--- config.mk ---
export PLATFORM = sky130hd
export DESIGN_NAME = gray_to_yuv422
export DESIGN_NICKNAME = d
export VERILOG_FILES = /design/src/rtl/stereovision_pkg.sv /design/src/rtl/axis_skid_buffer.sv /design/src/rtl/gray_to_yuv422.sv
export SDC_FILE = /design/constraint.sdc
export NUM_CORES = 1
export LEC_CHECK = 0
export ABC_AREA = 1
export CAP_MARGIN = 20
export CORE_ASPECT_RATIO = 1.25
export CORE_MARGIN = 4
export CORE_UTILIZATION = 45
export DETAILED_ROUTE_END_ITERATION = 7
export PLACE_DENSITY = 0.78
export SLEW_MARGIN = 10
export SYNTH_ARGS = -nofsm -noshare
export SYNTH_HDL_FRONTEND = slang
export SYNTH_SLANG_ARGS = --single-unit
--- constraint.sdc ---
create_clock -name aclk -period 1.6 [get_ports aclk]
set_input_delay 0.48 -clock aclk [delete_from_list [all_inputs] [get_ports aclk]]
set_output_delay 0.48 -clock aclk [all_outputs]
set_load 0.1 [all_outputs]
--- src/rtl/stereovision_pkg.sv ---
// Shared types and helpers for the stereovision output path.
package stereovision_pkg;

  typedef enum logic {WAIT_SOF = 1'b0, STREAM = 1'b1} g2y_state_t;

  // Mid-scale code: zero chroma for unsigned U/V.
  function automatic int unsigned chroma_neutral(input int unsigned width);
    return 32'd1 << (width - 32'd1);
  endfunction

endpackage

--- src/rtl/axis_skid_buffer.sv ---
// Two-entry AXI-Stream register slice: output register plus one skid register.
// in_ready_o is registered and equals "skid empty", cutting the ready path.
module axis_skid_buffer #(
  parameter int unsigned Width = 8
) (
  input  logic             clk_i,
  input  logic             rst_ni,
  input  logic             in_valid_i,
  output logic             in_ready_o,
  input  logic [Width-1:0] in_data_i,
  output logic             out_valid_o,
  input  logic             out_ready_i,
  output logic [Width-1:0] out_data_o
);

  logic             in_ready_q, in_ready_d;
  logic             out_valid_q, out_valid_d;
  logic [Width-1:0] out_data_q, out_data_d;
  logic             skid_valid_q, skid_valid_d;
  logic [Width-1:0] skid_data_q, skid_data_d;
  logic             accept;

  always_comb begin
    out_valid_d  = out_valid_q;
    out_data_d   = out_data_q;
    skid_valid_d = skid_valid_q;
    skid_data_d  = skid_data_q;
    accept       = in_valid_i & in_ready_q;
    if (!out_valid_q || out_ready_i) begin
      // Output slot frees up this cycle; the skid entry is older than any new beat.
      if (skid_valid_q) begin
        out_valid_d  = 1'b1;
        out_data_d   = skid_data_q;
        skid_valid_d = 1'b0;
      end else if (accept) begin
        out_valid_d = 1'b1;
        out_data_d  = in_data_i;
      end else begin
        out_valid_d = 1'b0;
      end
    end else if (accept) begin
      skid_valid_d = 1'b1;
      skid_data_d  = in_data_i;
    end
    in_ready_d = !skid_valid_d;
  end

  always_ff @(posedge clk_i or negedge rst_ni) begin
    if (!rst_ni) begin
      in_ready_q   <= 1'b0;
      out_valid_q  <= 1'b0;
      out_data_q   <= '0;
      skid_valid_q <= 1'b0;
      skid_data_q  <= '0;
    end else begin
      in_ready_q   <= in_ready_d;
      out_valid_q  <= out_valid_d;
      out_data_q   <= out_data_d;
      skid_valid_q <= skid_valid_d;
      skid_data_q  <= skid_data_d;
    end
  end

  assign in_ready_o  = in_ready_q;
  assign out_valid_o = out_valid_q;
  assign out_data_o  = out_data_q;

endmodule

--- src/rtl/gray_to_yuv422.sv ---
// Packed grayscale AXI-Stream to YUV 4:2:2 with neutral chroma, SOF gating,
// line-length checking with regenerated tlast, and a skid-buffered output.
module gray_to_yuv422
  import stereovision_pkg::*;
#(
  parameter int unsigned DATA_WIDTH = 8,
  parameter int unsigned PPC        = 4,
  parameter int unsigned LINE_BEATS = 480
) (
  input  logic                        aclk,
  input  logic                        aresetn,
  input  logic                        s_axis_gray_tvalid,
  output logic                        s_axis_gray_tready,
  input  logic [DATA_WIDTH*PPC-1:0]   s_axis_gray_tdata,
  input  logic                        s_axis_gray_tuser,
  input  logic                        s_axis_gray_tlast,
  output logic                        m_axis_yuv_tvalid,
  input  logic                        m_axis_yuv_tready,
  output logic [DATA_WIDTH*PPC*3-1:0] m_axis_yuv_tdata,
  output logic                        m_axis_yuv_tuser,
  output logic                        m_axis_yuv_tlast,
  output logic                        err_early_eol,
  output logic                        err_late_eol
);

  localparam int unsigned InW  = DATA_WIDTH * PPC;
  localparam int unsigned OutW = InW * 3;
  localparam int unsigned PayW = OutW + 2;
  localparam int unsigned CntW = (LINE_BEATS > 1) ? $clog2(LINE_BEATS) : 1;
  localparam logic [DATA_WIDTH-1:0] Chroma  = DATA_WIDTH'(chroma_neutral(DATA_WIDTH));
  localparam logic [CntW-1:0]       LastCnt = CntW'(LINE_BEATS - 1);

  g2y_state_t      state_q;
  logic [CntW-1:0] cnt_q;
  logic            err_early_q, err_late_q;

  logic [OutW-1:0] yuv;
  logic [CntW-1:0] cnt_eff;
  logic            fwd, accept, at_end, out_last;
  logic            skid_ready;
  logic [PayW-1:0] pay_in, pay_out;

  always_comb begin
    yuv = '0;
    for (int unsigned k = 0; k < PPC; k++) begin
      yuv[2*k*DATA_WIDTH +: DATA_WIDTH]     = Chroma;
      yuv[(2*k+1)*DATA_WIDTH +: DATA_WIDTH] = s_axis_gray_tdata[k*DATA_WIDTH +: DATA_WIDTH];
    end
    fwd      = s_axis_gray_tvalid & ((state_q == STREAM) | s_axis_gray_tuser);
    accept   = fwd & skid_ready;
    // An SOF beat always restarts the line, whether or not we are synced yet.
    cnt_eff  = s_axis_gray_tuser ? '0 : cnt_q;
    at_end   = (cnt_eff == LastCnt);
    out_last = s_axis_gray_tlast | at_end;
  end

  always_ff @(posedge aclk or negedge aresetn) begin
    if (!aresetn) begin
      state_q     <= WAIT_SOF;
      cnt_q       <= '0;
      err_early_q <= 1'b0;
      err_late_q  <= 1'b0;
    end else if (accept) begin
      state_q <= STREAM;
      cnt_q   <= out_last ? '0 : cnt_eff + CntW'(1);
      if (s_axis_gray_tlast && !at_end) err_early_q <= 1'b1;
      if (at_end && !s_axis_gray_tlast) err_late_q <= 1'b1;
    end
  end

  assign pay_in = {out_last, s_axis_gray_tuser, yuv};

  axis_skid_buffer #(
    .Width(PayW)
  ) u_skid (
    .clk_i      (aclk),
    .rst_ni     (aresetn),
    .in_valid_i (fwd),
    .in_ready_o (skid_ready),
    .in_data_i  (pay_in),
    .out_valid_o(m_axis_yuv_tvalid),
    .out_ready_i(m_axis_yuv_tready),
    .out_data_o (pay_out)
  );

  assign s_axis_gray_tready = skid_ready;
  assign m_axis_yuv_tdata   = pay_out[OutW-1:0];
  assign m_axis_yuv_tuser   = pay_out[OutW];
  assign m_axis_yuv_tlast   = pay_out[OutW+1];
  assign err_early_eol      = err_early_q;
  assign err_late_eol       = err_late_q;

endmodule

**Word level (Yosys, flattened, before mapping)**

Cells that the tools add are included.

- Register bits: 151
- Input bits: 38
- Output and inout bits: 102
- Logic and storage cells: 36

- Add/subtract/negate cells: 1
- Equality and inequality tests: 1
- Muxes and demuxes: 8
- Bitwise gates (word level): 5
- Reduce and logical (&&, ||, !) cells: 12

Operators with widths:

| cell | count |
|---|---|
| 2-to-1 mux 98 bit | 2 |
| 2-to-1 mux 9 bit | 2 |
| adder 9 x 1 -> 9 bit, second input constant | 1 |
| == test 9 bit, second input constant | 1 |
| AND reduction 2 bit | 4 |
| logical NOT 1 bit | 4 |
| 2-to-1 mux 1 bit | 4 |
| AND 1 bit | 2 |
| logical AND 1 bit | 2 |
| OR 1 bit | 2 |
| nonzero test 2 bit | 1 |
| logical OR 1 bit | 1 |
| NOT 1 bit | 1 |

**Longest topological paths before layout**

Gate-level depths: netlist of the first run.

- Word-level depth: 6
- Gate-level depth with buffers: 10
- Depth with buffers taken out: 10

**Cells and area by module**

A second synthesis of the first run with hierarchy kept.

- Cell total of the unflattened synthesis: 1264
- Area total of the unflattened synthesis: 9589.2 um^2

Modules (own cells, without submodules):

| module | instances | cells each | area each (um^2) | seq. area each (um^2) |
|---|---|---|---|---|
| axis_skid_buffer | 1 | 1164 | 8842.2 | 4979.8 |
| gray_to_yuv422 | 1 | 100 | 747.0 | 300.3 |

**Worst setup path after synthesis of the first run**

No wires, ideal clock.

- Kind: register -> register
- Start point: register u_skid.in_ready_q, in the netlist u_skid.in_ready_o
- End point: register u_skid.skid_data_q[62]
- Library setup time: 130 ps
- Arrival time: 1800 ps
- Data required time: 1470 ps
- Path slack: -330 ps
- Cell stages (with the launch flop): 9
- Buffers on the path: 2
- Clock period less this slack: 1930 ps
- Path through: dfrtp_1 nand2_1 o21bai_4 nor2_4 inv_2 buf_6 buf_4 nand2_1 o21ai_0

- Cells in the longest elaborated chain, start to end: 2

Ends and longest elaborated chain:

| what | line | source |
|---|---|---|
| start: declaration | axis_skid_buffer.sv:16 | `logic in_ready_q, in_ready_d;` |
| start signal: assignment | axis_skid_buffer.sv:56 | `in_ready_q <= in_ready_d;` |
| AND 1 bit | axis_skid_buffer.sv:28 | `accept = in_valid_i & in_ready_q;` |
| AND reduction 2 bit (no line) | n/a |  |
| end signal: assignment | axis_skid_buffer.sv:60 | `skid_data_q <= skid_data_d;` |
| end: declaration | axis_skid_buffer.sv:20 | `logic [Width-1:0] skid_data_q, skid_data_d;` |

Every way passes these cells.
A chain may end at the register's enable or synchronous reset.

**Final worst setup path of the first run**

- Start point: register cnt_q[0]
- End point: register cnt_q[8]

- Cells in the longest elaborated chain, start to end: 4
- Elaborated cells on any way between the ends: 5
- Those cells by class: 1 x add/sub; 1 x eq/ne; 2 x mux; 1 x bitwise

Ends and longest elaborated chain:

| what | line | source |
|---|---|---|
| start: declaration | gray_to_yuv422.sv:34 | `logic [CntW-1:0] cnt_q;` |
| start signal: assignment | gray_to_yuv422.sv:65 | `cnt_q <= out_last ? '0 : cnt_eff + CntW'(1);` |
| 2-to-1 mux 9 bit (*) | gray_to_yuv422.sv:52 | `cnt_eff = s_axis_gray_tuser ? '0 : cnt_q;` |
| parallel branches: the longest is 2 deep, another holds adder 9 x 1 -> 9 bit | n/a |  |
| 2-to-1 mux 9 bit (*) | gray_to_yuv422.sv:65 |  |

Mark *: on every way between the ends.

==> run_summary.xml, run 1 <==
<?xml version="1.0" encoding="UTF-8"?>
<metrics>
  <group name="pwr">
    <metric name="pwr-share-clk" unit="">0.183</metric>
    <metric name="comb_power_share" unit="">0.520</metric>
    <metric name="swShare" unit="">0.4763</metric>
    <metric name="internal_power" unit="mW">5.897</metric>
    <metric name="total_switching_power" unit="mW">5.363</metric>
    <metric name="pwr-share-seq" unit="">0.297</metric>
    <metric name="power.leakage" unit="nW">3.048</metric>
    <metric name="max-vdd-ir-drop" unit="mV">1.058</metric>
    <metric name="power_density" unit="mW/mm²">1870</metric>
  </group>
  <group name="drt">
    <metric name="vias_per_cell" unit="">4.710</metric>
    <metric name="route.vias.total" unit="">3462</metric>
    <metric name="first_iter_violations" unit="">137</metric>
    <metric name="remaining_drc_errors" unit="">0</metric>
    <metric name="wl_per_cell" unit="µm">13.60</metric>
    <metric name="drt.antenna.violating_nets" unit="">0</metric>
    <metric name="wl" unit="mm">9.997</metric>
    <metric name="drt_pass1_iterations" unit="">4</metric>
  </group>
  <group name="synth">
    <metric name="yosysSeqAreaShare" unit="">0.4925</metric>
    <metric name="syn_avg_cell_area" unit="µm²">8.519</metric>
    <metric name="synth-warning-count" unit="">0</metric>
    <metric name="postSynthRegisterBits" unit="">85</metric>
    <metric name="netlist_area" unit="mm²">0.004319</metric>
    <metric name="synth_cells" unit="">507</metric>
    <metric name="synth_async_sr_flop_share" unit="">1.000</metric>
    <metric name="ys.flop_type" unit="">sky130_fd_sc_hd__dfrtp_1</metric>
    <metric name="synth_edf_count" unit="">0</metric>
    <metric name="synth.distinct_cells" unit="">28</metric>
  </group>
  <group name="setup_path">
    <metric name="reg2reg_depth" unit="">10</metric>
    <metric name="r2r-start" unit="">cnt_q[0]</metric>
    <metric name="critPathRequiredTime" unit="ns">1.83</metric>
    <metric name="reg2reg_setup_slack" unit="ns">0.03</metric>
    <metric name="setup.worst_path.start" unit="">cnt_q[0]</metric>
    <metric name="r2r_end" unit="">cnt_q[8]</metric>
    <metric name="endpoint_class_of_the_critical_path" unit="">register</metric>
    <metric name="critical_path.startpoint_type" unit="">register</metric>
    <metric name="critical_path_class" unit="">reg -&gt; reg</metric>
    <metric name="timing.critical_path.arrival" unit="ns">1.80</metric>
    <metric name="crit_fanout" unit="">6</metric>
  </group>
  <group name="outcome">
    <metric name="outcome" unit="">finished, final reports clean</metric>
  </group>
  <group name="place">
    <metric name="post_dp_cell_area" unit="mm²">0.005633</metric>
    <metric name="portBuffers" unit="">79</metric>
    <metric name="dp.cells" unit="">715</metric>
    <metric name="gp_routability_congestion" unit="">0.8804</metric>
    <metric name="dp.final_hpwl" unit="mm">7.110</metric>
  </group>
  <group name="floorplanning">
    <metric name="chipHeight" unit="µm">117.5</metric>
    <metric name="std_cell_rows" unit="">39</metric>
    <metric name="design.core.area" unit="mm²">0.009271</metric>
    <metric name="die_area" unit="mm²">0.01124</metric>
    <metric name="fp.dieW" unit="µm">95.63</metric>
    <metric name="initial_core_util" unit="">0.4659</metric>
    <metric name="top_level_port_count" unit="">140</metric>
  </group>
  <group name="flow_run">
    <metric name="max_cap_violations" unit="">0</metric>
  </group>
  <group name="timing">
    <metric name="achievable-frequency" unit="MHz">636.9</metric>
    <metric name="rsz0062_at_grt" unit="">true</metric>
    <metric name="min_period_over_period" unit="">0.9813</metric>
    <metric name="finalCriticalPeriod" unit="ns">1.570</metric>
    <metric name="skew" unit="ns">0.009239</metric>
    <metric name="report.final.slew_viol_count" unit="">0</metric>
    <metric name="final-hold-violation-count" unit="">0</metric>
    <metric name="finalSetupViolations" unit="">0</metric>
  </group>
  <group name="worst_hold_path">
    <metric name="worst_hold_path_type" unit="">in -&gt; async</metric>
  </group>
  <group name="final_layout">
    <metric name="drive_above_1_share" unit="">0.2075</metric>
    <metric name="most_common_cell_after_layout_fill_and_taps_aside" unit="">sky130_fd_sc_hd__nand2_1</metric>
    <metric name="final_cell_mix" unit="">sky130_fd_sc_hd__nand2_1, sky130_fd_sc_hd__dfrtp_1, sky130_fd_sc_hd__conb_1</metric>
    <metric name="nets_finish" unit="">646</metric>
    <metric name="synthToLayoutAreaGrowth" unit="%">39.40</metric>
    <metric name="layout.cells.non_filler" unit="">735</metric>
    <metric name="design_area" unit="mm²">0.006021</metric>
    <metric name="antenna_cells" unit="">0</metric>
  </group>
  <group name="clock_network">
    <metric name="clk_pin_slew" unit="ns">0.06</metric>
    <metric name="clk-insertion-delay-late" unit="ns">0.33</metric>
    <metric name="cts-root-buf" unit="">sky130_fd_sc_hd__clkbuf_16</metric>
    <metric name="post_cts_hold_buffer_count" unit="">0</metric>
    <metric name="tritoncts" unit="">done</metric>
    <metric name="cts-htree-levels" unit="">3</metric>
    <metric name="longest_clk_path_bufs" unit="">2</metric>
    <metric name="cts.sink_count" unit="">85</metric>
    <metric name="cts_buffers" unit="">9</metric>
  </group>
  <group name="global_routing">
    <metric name="grt_util_all_layers" unit="">0.1801</metric>
    <metric name="grt_pass1_wl" unit="mm">16.13</metric>
    <metric name="met2_usage" unit="">0.3088</metric>
    <metric name="grt_start_max_net_pins" unit="">44</metric>
    <metric name="grt_util_met3" unit="">0.03964</metric>
    <metric name="grt_pass1_vias" unit="">3437</metric>
    <metric name="globalRoute.busiestLayer" unit="">met2</metric>
    <metric name="global_route.usage.met1" unit="">0.2152</metric>
    <metric name="antenna_found_initial" unit="">0</metric>
    <metric name="overflow" unit="">0</metric>
  </group>
</metrics>
## final cells by class
| cell class | count | area (µm²) |
|---|---|---|
| clock buffers | 12 | 246.5 |
| clock inverters | 4 | 47.55 |
| flip-flops and latches | 85 | 2136 |
| inverters | 51 | 198.9 |
| repair buffers | 115 | 1600 |
| fillers | 726 | 3251 |
| multi-input cells | 345 | 1638 |
| well taps | 123 | 153.9 |
## synth_stat cells (all sizes together), types with 2 or more instances
cell / instances / area, µm²
a31o: 2 / 17.52
buf: 78 / 610.6
clkbuf: 7 / 26.28
dfrtp: 85 / 2127
inv: 50 / 187.7
nand2: 169 / 641.9
nand3: 10 / 50.05
nand4: 2 / 12.51
nor2: 17 / 71.32
o211ai: 33 / 267.8
o21ai: 42 / 210.2
o22ai: 2 / 12.51
or2: 2 / 12.51
xor2: 2 / 17.52
## cell families (layout without fill, tap and decap cells)
| kind of cell | count (synthesis) | in the layout | synth area share |
|---|---|---|---|
| and+or+nand+nor | 201 | 201 | 0.1848 |
| buffers and inverters | 136 | 182 | 0.1918 |
| DFF | 85 | 85 | 0.4925 |
| AOI/OAI and AO/OA | 81 | 81 | 0.1231 |
| xor gates and xnor gates | 2 | 2 | 0.004056 |
| adders and majority gates | 1 | 1 | 0.002896 |
| other | 1 | 60 | 0.0008682 |
## critical path, cell delays in order (launching register included)
cell	delay (ns)
sky130_fd_sc_hd__dfrtp_1	0.36
sky130_fd_sc_hd__inv_2	0.06
sky130_fd_sc_hd__nor2_4	0.10
sky130_fd_sc_hd__ha_4	0.14
sky130_fd_sc_hd__nand4_1	0.15
sky130_fd_sc_hd__nor2_2	0.22
sky130_fd_sc_hd__nand2_2	0.14
sky130_fd_sc_hd__nand2_4	0.13
sky130_fd_sc_hd__nor2_1	0.06
sky130_fd_sc_hd__nand2_1	0.05
sky130_fd_sc_hd__nand2_1	0.04
## flip-flops by register name, indices dropped and copies added, names as in the netlist
register and cells:
cnt_q 9, u_skid.in_ready_o 1, u_skid.out_valid_o 1, u_skid.out_data_o 35, err_early_eol 1, state_q 1, err_late_eol 1, u_skid.skid_data_q 35
u_skid.skid_valid_q 1
## per-layer routing
| layer | wire, µm | up-vias |
|---|---|---|
| met5 | 0 | - |
| met4 | 201 | 0 |
| met3 | 613 | 19 |
| met2 | 5244 | 127 |
| met1 | 3938 | 1638 |
| li1 | - | 1678 |
## power by group through the flow
stage	clock network (mW)	registers, mW	logic [mW]
floorplan	0	5.37	1.81
global placement	0	3.33	5.72
detailed placement	0	3.36	5.81
CTS	2.10	3.35	5.82
global route	2.20	3.42	6.10
finish	2.06	3.35	5.86
## worst max path at each step
stage                                  end  cells after the start  slack (ns)
finish                            cnt_q[8]                     10        0.03
global route                      cnt_q[8]                     10       -0.08
CTS                 u_skid.skid_data_q[45]                      7        0.02
detailed placement                cnt_q[8]                     10       -0.67
global placement                  cnt_q[8]                     10       -0.58
floorplan                         cnt_q[8]                     10       0.003
## timing repair
item                                    in CTS  in global routing
endpoints found under the setup margin      63                 59
pin swaps                                    1                  7
setup buffers                                0                  2
resized for setup                            4                 16
gates cloned                                 0                  2
## metrics by stage
stage / hold slack (ns) / power [mW] / setup TNS, ns / setup slack, ns / util
floorplan: 0.1844 / 7.182 / 0 / 0.003136 / -
global placement: 0.4415 / 9.055 / -33.45 / -0.5780 / 0.6076
detailed placement: 0.4404 / 9.173 / -36.89 / -0.6672 / 0.6076
CTS: 0.07636 / 11.27 / 0 / 0.02247 / 0.6397
global route: 0.08505 / 11.71 / -0.2781 / -0.08370 / 0.6494
finish: 0.07611 / 11.26 / 0 / 0.02997 / 0.6494
No activity file was read; power rests on OpenSTA's default activity.
==> run 2, diff against run 1 <==
==> constraint.sdc (replaced) <==
create_clock -name aclk -period 1.6 [get_ports aclk]
set_input_delay 0.4 -clock aclk [delete_from_list [all_inputs] [get_ports aclk]]
set_output_delay 0.4 -clock aclk [all_outputs]
set_load 0.1 [all_outputs]
==> run_summary.xml, run 2 (synthesis gave the netlist of run 1 again) <==
<?xml version="1.0" encoding="UTF-8"?>
<metrics>
  <group name="setup_path">
    <metric name="reg2reg_depth" unit="">10</metric>
    <metric name="reg2reg_setup_slack" unit="ns">0.08</metric>
    <metric name="endpoint_class_of_the_critical_path" unit="">register</metric>
    <metric name="critPathRequiredTime" unit="ns">1.82</metric>
    <metric name="critical_path.startpoint_type" unit="">input pin</metric>
    <metric name="crit_fanout" unit="">6</metric>
    <metric name="timing.critical_path.arrival" unit="ns">1.74</metric>
    <metric name="r2r-start" unit="">cnt_q[0]</metric>
    <metric name="critical_path_class" unit="">in -&gt; reg</metric>
    <metric name="r2r_end" unit="">cnt_q[8]</metric>
  </group>
  <group name="drt">
    <metric name="first_iter_violations" unit="">226</metric>
    <metric name="met2_wirelength" unit="mm">4.870</metric>
    <metric name="remaining_drc_errors" unit="">0</metric>
    <metric name="maxUsedRoutingLayer" unit="">met4</metric>
    <metric name="route.met3.wl" unit="µm">550</metric>
    <metric name="vias_per_cell" unit="">4.637</metric>
    <metric name="routedLengthMet1" unit="mm">3.681</metric>
    <metric name="wl_per_cell" unit="µm">12.71</metric>
    <metric name="wl" unit="mm">9.289</metric>
    <metric name="route.vias.total" unit="">3390</metric>
    <metric name="drt.antenna.violating_nets" unit="">0</metric>
    <metric name="drt_pass1_iterations" unit="">4</metric>
  </group>
  <group name="global_routing">
    <metric name="overflow" unit="">0</metric>
    <metric name="grt_start_max_net_pins" unit="">44</metric>
    <metric name="grt_pass1_vias" unit="">3346</metric>
    <metric name="grt_util_all_layers" unit="">0.1711</metric>
    <metric name="antenna_found_initial" unit="">0</metric>
    <metric name="grt_pass1_wl" unit="mm">15.46</metric>
  </group>
  <group name="final_layout">
    <metric name="most_common_cell_after_layout_fill_and_taps_aside" unit="">sky130_fd_sc_hd__nand2_1</metric>
    <metric name="synthToLayoutAreaGrowth" unit="%">37.75</metric>
    <metric name="antenna_cells" unit="">0</metric>
    <metric name="drive_above_1_share" unit="">0.1941</metric>
    <metric name="num-fill-cells" unit="">750</metric>
    <metric name="multiInputGateArea" unit="mm²">0.001610</metric>
    <metric name="layout.cells.non_filler" unit="">731</metric>
    <metric name="final_cell_mix" unit="">sky130_fd_sc_hd__nand2_1, sky130_fd_sc_hd__dfrtp_1, sky130_fd_sc_hd__conb_1</metric>
    <metric name="seqCellArea" unit="mm²">0.002136</metric>
    <metric name="nets_finish" unit="">643</metric>
    <metric name="design_area" unit="mm²">0.005949</metric>
  </group>
  <group name="place">
    <metric name="dp.cells" unit="">712</metric>
    <metric name="post_dp_cell_area" unit="mm²">0.005588</metric>
    <metric name="dp.final_hpwl" unit="mm">6.980</metric>
    <metric name="portBuffers" unit="">79</metric>
    <metric name="gp_routability_congestion" unit="">0.8439</metric>
  </group>
  <group name="timing">
    <metric name="timing.setup.tns" unit="ns">0</metric>
    <metric name="finalSetupViolations" unit="">0</metric>
    <metric name="final-hold-violation-count" unit="">20</metric>
    <metric name="achievable-frequency" unit="MHz">657.3</metric>
    <metric name="min_period_over_period" unit="">0.9509</metric>
    <metric name="skew" unit="ns">0.007697</metric>
    <metric name="finalCriticalPeriod" unit="ns">1.521</metric>
    <metric name="fin_hold_ws" unit="ns">-0.009043</metric>
    <metric name="report.final.slew_viol_count" unit="">0</metric>
  </group>
  <group name="pwr">
    <metric name="max-vdd-ir-drop" unit="mV">1.058</metric>
    <metric name="power.leakage" unit="nW">3.026</metric>
    <metric name="power_density" unit="mW/mm²">1894</metric>
  </group>
  <group name="floorplanning">
    <metric name="initial_core_util" unit="">0.4659</metric>
    <metric name="chipHeight" unit="µm">117.5</metric>
    <metric name="die_area" unit="mm²">0.01124</metric>
    <metric name="design.core.area" unit="mm²">0.009271</metric>
    <metric name="fp.dieW" unit="µm">95.63</metric>
    <metric name="top_level_port_count" unit="">140</metric>
    <metric name="std_cell_rows" unit="">39</metric>
  </group>
  <group name="clock_network">
    <metric name="clk-insertion-delay-late" unit="ns">0.33</metric>
    <metric name="clk_pin_slew" unit="ns">0.06</metric>
    <metric name="cts-htree-levels" unit="">3</metric>
    <metric name="tritoncts" unit="">done</metric>
    <metric name="cts_buffers" unit="">9</metric>
    <metric name="cts.sink_count" unit="">85</metric>
    <metric name="longest_clk_path_bufs" unit="">2</metric>
    <metric name="cts-root-buf" unit="">sky130_fd_sc_hd__clkbuf_16</metric>
  </group>
  <group name="outcome">
    <metric name="failed_checks" unit="">hold timing</metric>
    <metric name="outcome" unit="">finished, violations left</metric>
  </group>
  <group name="worst_hold_path">
    <metric name="worst_hold_path_type" unit="">in -&gt; async</metric>
  </group>
  <group name="flow_run">
    <metric name="max_cap_violations" unit="">0</metric>
  </group>
</metrics>
## run 2: cell types whose count changed in the layout (fill, tap and decap cells not counted), moves of 2 or more
| cell | previous run | this run |
|---|---|---|
| sky130_fd_sc_hd__nor2_1 | 10 | 13 |
| sky130_fd_sc_hd__inv_1 | 44 | 46 |
| sky130_fd_sc_hd__clkbuf_16 | 11 | 9 |
| sky130_fd_sc_hd__nor2_2 | 4 | 2 |
## run 2: worst max-delay path by stage
stage,cells past startpoint,from,endpoint
6_report,10,s_axis_gray_tuser,cnt_q[8]
3_5_place_dp,10,s_axis_gray_tuser,cnt_q[8]
4_1_cts,7,m_axis_yuv_tready,u_skid.skid_data_q[28]
2_1_floorplan,10,s_axis_gray_tuser,cnt_q[8]
3_3_place_gp,10,s_axis_gray_tuser,cnt_q[8]
5_1_grt,10,cnt_q[0],cnt_q[8]
## run 2: final cells by class
class	instances	area share
multi-input cells	345	0.2707
inverters	51	0.03218
clock inverters	4	0.01220
flip-flops and latches	85	0.3590
repair buffers	112	0.2593
clock buffers	11	0.04080
well taps	123	0.02587
## run 2: timing repair
| item | CTS | global route |
|---|---|---|
| gates resized for setup | 2 | 5 |
| setup buffers | 1 | 3 |
| endpoints found under the hold margin | 0 | 0 |
| pin swaps | 3 | 4 |
| hold buffers | 0 | 0 |
| endpoints found under the setup margin | 46 | 7 |
## run 2: metrics by stage
| stage | utilization | power, mW | hold slack (ns) | setup slack [ns] |
|---|---|---|---|---|
| 6_report | 0.6417 | 11.27 | -0.009043 | 0.07851 |
| 5_1_grt | 0.6417 | 11.74 | 0.003142 | -0.07365 |
| 4_1_cts | 0.6377 | 11.36 | 0.001847 | 0.08725 |
| 3_5_place_dp | 0.6027 | 9.147 | 0.3531 | -0.4476 |
| 3_3_place_gp | 0.6027 | 9.041 | 0.3416 | -0.4042 |
| 2_1_floorplan | - | 7.171 | 0.1044 | 0.008319 |
## run 2: per-layer routing
layer,vias up,global-route usage
met5,-,0
met4,0,0.06406
met3,16,0.03708
met2,118,0.2932
met1,1595,0.2063
li1,1661,-
## run 2: worst max-delay path, cell delays in order
cell,delay (ns)
sky130_fd_sc_hd__dlygate4sd2_1,0.29
sky130_fd_sc_hd__nor2_1,0.14
sky130_fd_sc_hd__ha_2,0.19
sky130_fd_sc_hd__nand4_1,0.14
sky130_fd_sc_hd__nor2_2,0.18
sky130_fd_sc_hd__nand2_2,0.13
sky130_fd_sc_hd__nand2_4,0.12
sky130_fd_sc_hd__nor2_1,0.05
sky130_fd_sc_hd__nand2_1,0.05
sky130_fd_sc_hd__nand2_1,0.05
## run 2: where the power goes
| group | switching (mW) | total [mW] | internal [mW] |
|---|---|---|---|
| clock network | 0.778 | 2.18 | 1.40 |
| registers | 0.564 | 3.35 | 2.78 |
| logic | 3.93 | 5.74 | 1.81 |
==> run 3, diff against run 2 <==
- CORE_UTILIZATION: 45 -> 47
- PLACE_DENSITY: 0.78 -> 0.81
==> run_summary.xml, run 3 (synthesis gave the netlist of run 1 again) <==
<?xml version="1.0" encoding="UTF-8"?>
<metrics>
  <group name="pwr">
    <metric name="power_density" unit="mW/mm²">1793</metric>
    <metric name="comb_power_share" unit="">0.548</metric>
    <metric name="design_power_total" unit="mW">10.73</metric>
    <metric name="max-vdd-ir-drop" unit="mV">1.057</metric>
    <metric name="swShare" unit="">0.4948</metric>
    <metric name="pwr-share-seq" unit="">0.312</metric>
    <metric name="total_switching_power" unit="mW">5.309</metric>
    <metric name="internal_power" unit="mW">5.421</metric>
    <metric name="power.leakage" unit="nW">3.072</metric>
    <metric name="pwr-share-clk" unit="">0.140</metric>
  </group>
  <group name="drt">
    <metric name="wl_per_cell" unit="µm">13.75</metric>
    <metric name="drt_pass1_iterations" unit="">4</metric>
    <metric name="remaining_drc_errors" unit="">0</metric>
    <metric name="drt.antenna.violating_nets" unit="">0</metric>
    <metric name="wl" unit="mm">10.12</metric>
    <metric name="route.vias.total" unit="">3493</metric>
    <metric name="vias_per_cell" unit="">4.746</metric>
    <metric name="first_iter_violations" unit="">193</metric>
  </group>
  <group name="setup_path">
    <metric name="setup.worst_path.start" unit="">u_skid.in_ready_o</metric>
    <metric name="critical_path.startpoint_type" unit="">register</metric>
    <metric name="crit_fanout" unit="">2</metric>
    <metric name="critical_path_class" unit="">reg -&gt; out</metric>
    <metric name="critPathRequiredTime" unit="ns">1.20</metric>
    <metric name="endpoint_class_of_the_critical_path" unit="">output port</metric>
    <metric name="r2r-start" unit="">u_skid.in_ready_o</metric>
    <metric name="timing.critical_path.arrival" unit="ns">1.14</metric>
  </group>
  <group name="clock_network">
    <metric name="cts-root-buf" unit="">sky130_fd_sc_hd__clkbuf_8</metric>
    <metric name="cts-htree-levels" unit="">3</metric>
    <metric name="clk_pin_slew" unit="ns">0.08</metric>
    <metric name="longest_clk_path_bufs" unit="">2</metric>
    <metric name="cts.sink_count" unit="">85</metric>
    <metric name="tritoncts" unit="">done</metric>
    <metric name="clk-insertion-delay-late" unit="ns">0.35</metric>
    <metric name="cts_buffers" unit="">9</metric>
  </group>
  <group name="floorplanning">
    <metric name="die_area" unit="mm²">0.01080</metric>
    <metric name="chipHeight" unit="µm">115.2</metric>
    <metric name="std_cell_rows" unit="">38</metric>
    <metric name="design.core.area" unit="mm²">0.008843</metric>
    <metric name="fp.dieW" unit="µm">93.74</metric>
    <metric name="top_level_port_count" unit="">140</metric>
    <metric name="initial_core_util" unit="">0.4884</metric>
  </group>
  <group name="place">
    <metric name="post_dp_cell_area" unit="mm²">0.005577</metric>
    <metric name="gp_routability_congestion" unit="">0.8264</metric>
    <metric name="dp.cells" unit="">708</metric>
    <metric name="portBuffers" unit="">79</metric>
    <metric name="dp.final_hpwl" unit="mm">6.777</metric>
    <metric name="place_worst_setup_slack" unit="ns">-0.4486</metric>
  </group>
  <group name="flow_run">
    <metric name="max_cap_violations" unit="">0</metric>
  </group>
  <group name="timing">
    <metric name="achievable-frequency" unit="MHz">649.2</metric>
    <metric name="finalSetupViolations" unit="">0</metric>
    <metric name="fin_ws" unit="ns">0.05958</metric>
    <metric name="report.final.slew_viol_count" unit="">0</metric>
    <metric name="finalCriticalPeriod" unit="ns">1.540</metric>
    <metric name="fin_hold_ws" unit="ns">0.04511</metric>
    <metric name="rsz0062_at_grt" unit="">true</metric>
    <metric name="min_period_over_period" unit="">0.9628</metric>
    <metric name="final-hold-violation-count" unit="">0</metric>
    <metric name="timing.setup.tns" unit="ns">0</metric>
    <metric name="skew" unit="ns">0.008111</metric>
  </group>
  <group name="global_routing">
    <metric name="grt_util_all_layers" unit="">0.1782</metric>
    <metric name="grt_start_max_net_pins" unit="">86</metric>
    <metric name="grt_pass1_vias" unit="">3290</metric>
    <metric name="grt_pass1_wl" unit="mm">15.38</metric>
    <metric name="antenna_found_initial" unit="">0</metric>
    <metric name="overflow" unit="">0</metric>
  </group>
  <group name="worst_hold_path">
    <metric name="worst_hold_path_type" unit="">in -&gt; async</metric>
  </group>
  <group name="final_layout">
    <metric name="final_cell_mix" unit="">sky130_fd_sc_hd__nand2_1, sky130_fd_sc_hd__dfrtp_1, sky130_fd_sc_hd__conb_1</metric>
    <metric name="num-fill-cells" unit="">703</metric>
    <metric name="design_area" unit="mm²">0.005983</metric>
    <metric name="synthToLayoutAreaGrowth" unit="%">38.53</metric>
    <metric name="share_of_the_core_filled_with_cells" unit="">0.6766</metric>
    <metric name="drive_above_1_share" unit="">0.2110</metric>
    <metric name="most_common_cell_after_layout_fill_and_taps_aside" unit="">sky130_fd_sc_hd__nand2_1</metric>
    <metric name="layout.cells.non_filler" unit="">736</metric>
    <metric name="antenna_cells" unit="">0</metric>
    <metric name="nets_finish" unit="">650</metric>
  </group>
  <group name="outcome">
    <metric name="outcome" unit="">finished, final reports clean</metric>
  </group>
</metrics>
## run 3: cell types whose count changed in the layout (fill, tap and decap cells not counted), moves of 2 or more
cell | previous run | this run
sky130_fd_sc_hd__nand2_1 | 164 | 161
sky130_fd_sc_hd__o21ai_1 | 4 | 24
sky130_fd_sc_hd__clkbuf_8 | 1 | 10
sky130_fd_sc_hd__nand2_2 | 4 | 6
sky130_fd_sc_hd__nor2_2 | 2 | 4
sky130_fd_sc_hd__buf_6 | 0 | 2
sky130_fd_sc_hd__o21ai_0 | 38 | 18
sky130_fd_sc_hd__clkbuf_16 | 9 | 4
## run 3: path summary, 6_finish.rpt
kind,slack [ns],endpoint,depth (start not counted)
min reg2reg,0.47,u_skid.skid_data_q[55],1
max,0.06,s_axis_gray_tready,2
min,0.05,cnt_q[3],2
min in group aclk,0.47,u_skid.skid_data_q[55],1
max reg2reg,0.06,u_skid.skid_data_q[13],8
max in group asynchronous,1.15,u_skid.out_data_o[55],2
## run 3: cell type report
type	instances	area, µm²	share of cell area
Multi-Input combinational cell	345	1620	0.2708
Tap cell	120	150.1	0.02509
Inverter	51	196.4	0.03283
Sequential cell	85	2136	0.3570
Timing Repair Buffer	119	1688	0.2821
Clock inverter	4	47.55	0.007946
Clock buffer	12	145.1	0.02426
## run 3: metal layers
metal  up-vias  track usage  wire length, µm
met1      1666       0.2211             4052
met5         -            0                0
li1       1685            -                -
met4         0      0.06840              164
met2       131       0.3051             5234
met3        11      0.03665              667
## run 3: power by group through the flow
stage | Combinational [mW] | Clock [mW] | Sequential, mW
final | 5.88 | 1.50 | 3.35
after global routing | 6.13 | 1.60 | 3.41
after global placement | 5.69 | 0 | 3.35
after CTS | 5.80 | 1.53 | 3.34
after floorplan | 1.80 | 0 | 5.37
after detailed placement | 5.78 | 0 | 3.37
## run 3: repair_timing
item / CTS / global route
hold endpoints to repair: 0 / 0
hold buffers: 0 / 0
pin swaps: 3 / 5
cloned: 0 / 5
setup buffers: 3 / 4
resized for setup: 3 / 33
endpoints found under the setup margin: 42 / 33
## run 3: worst max-delay path, cell delays in order (launching register included)
cell and delay [ns]:
sky130_fd_sc_hd__dfrtp_4 0.49, sky130_fd_sc_hd__buf_4 0.15, sky130_fd_sc_hd__buf_12 0.16
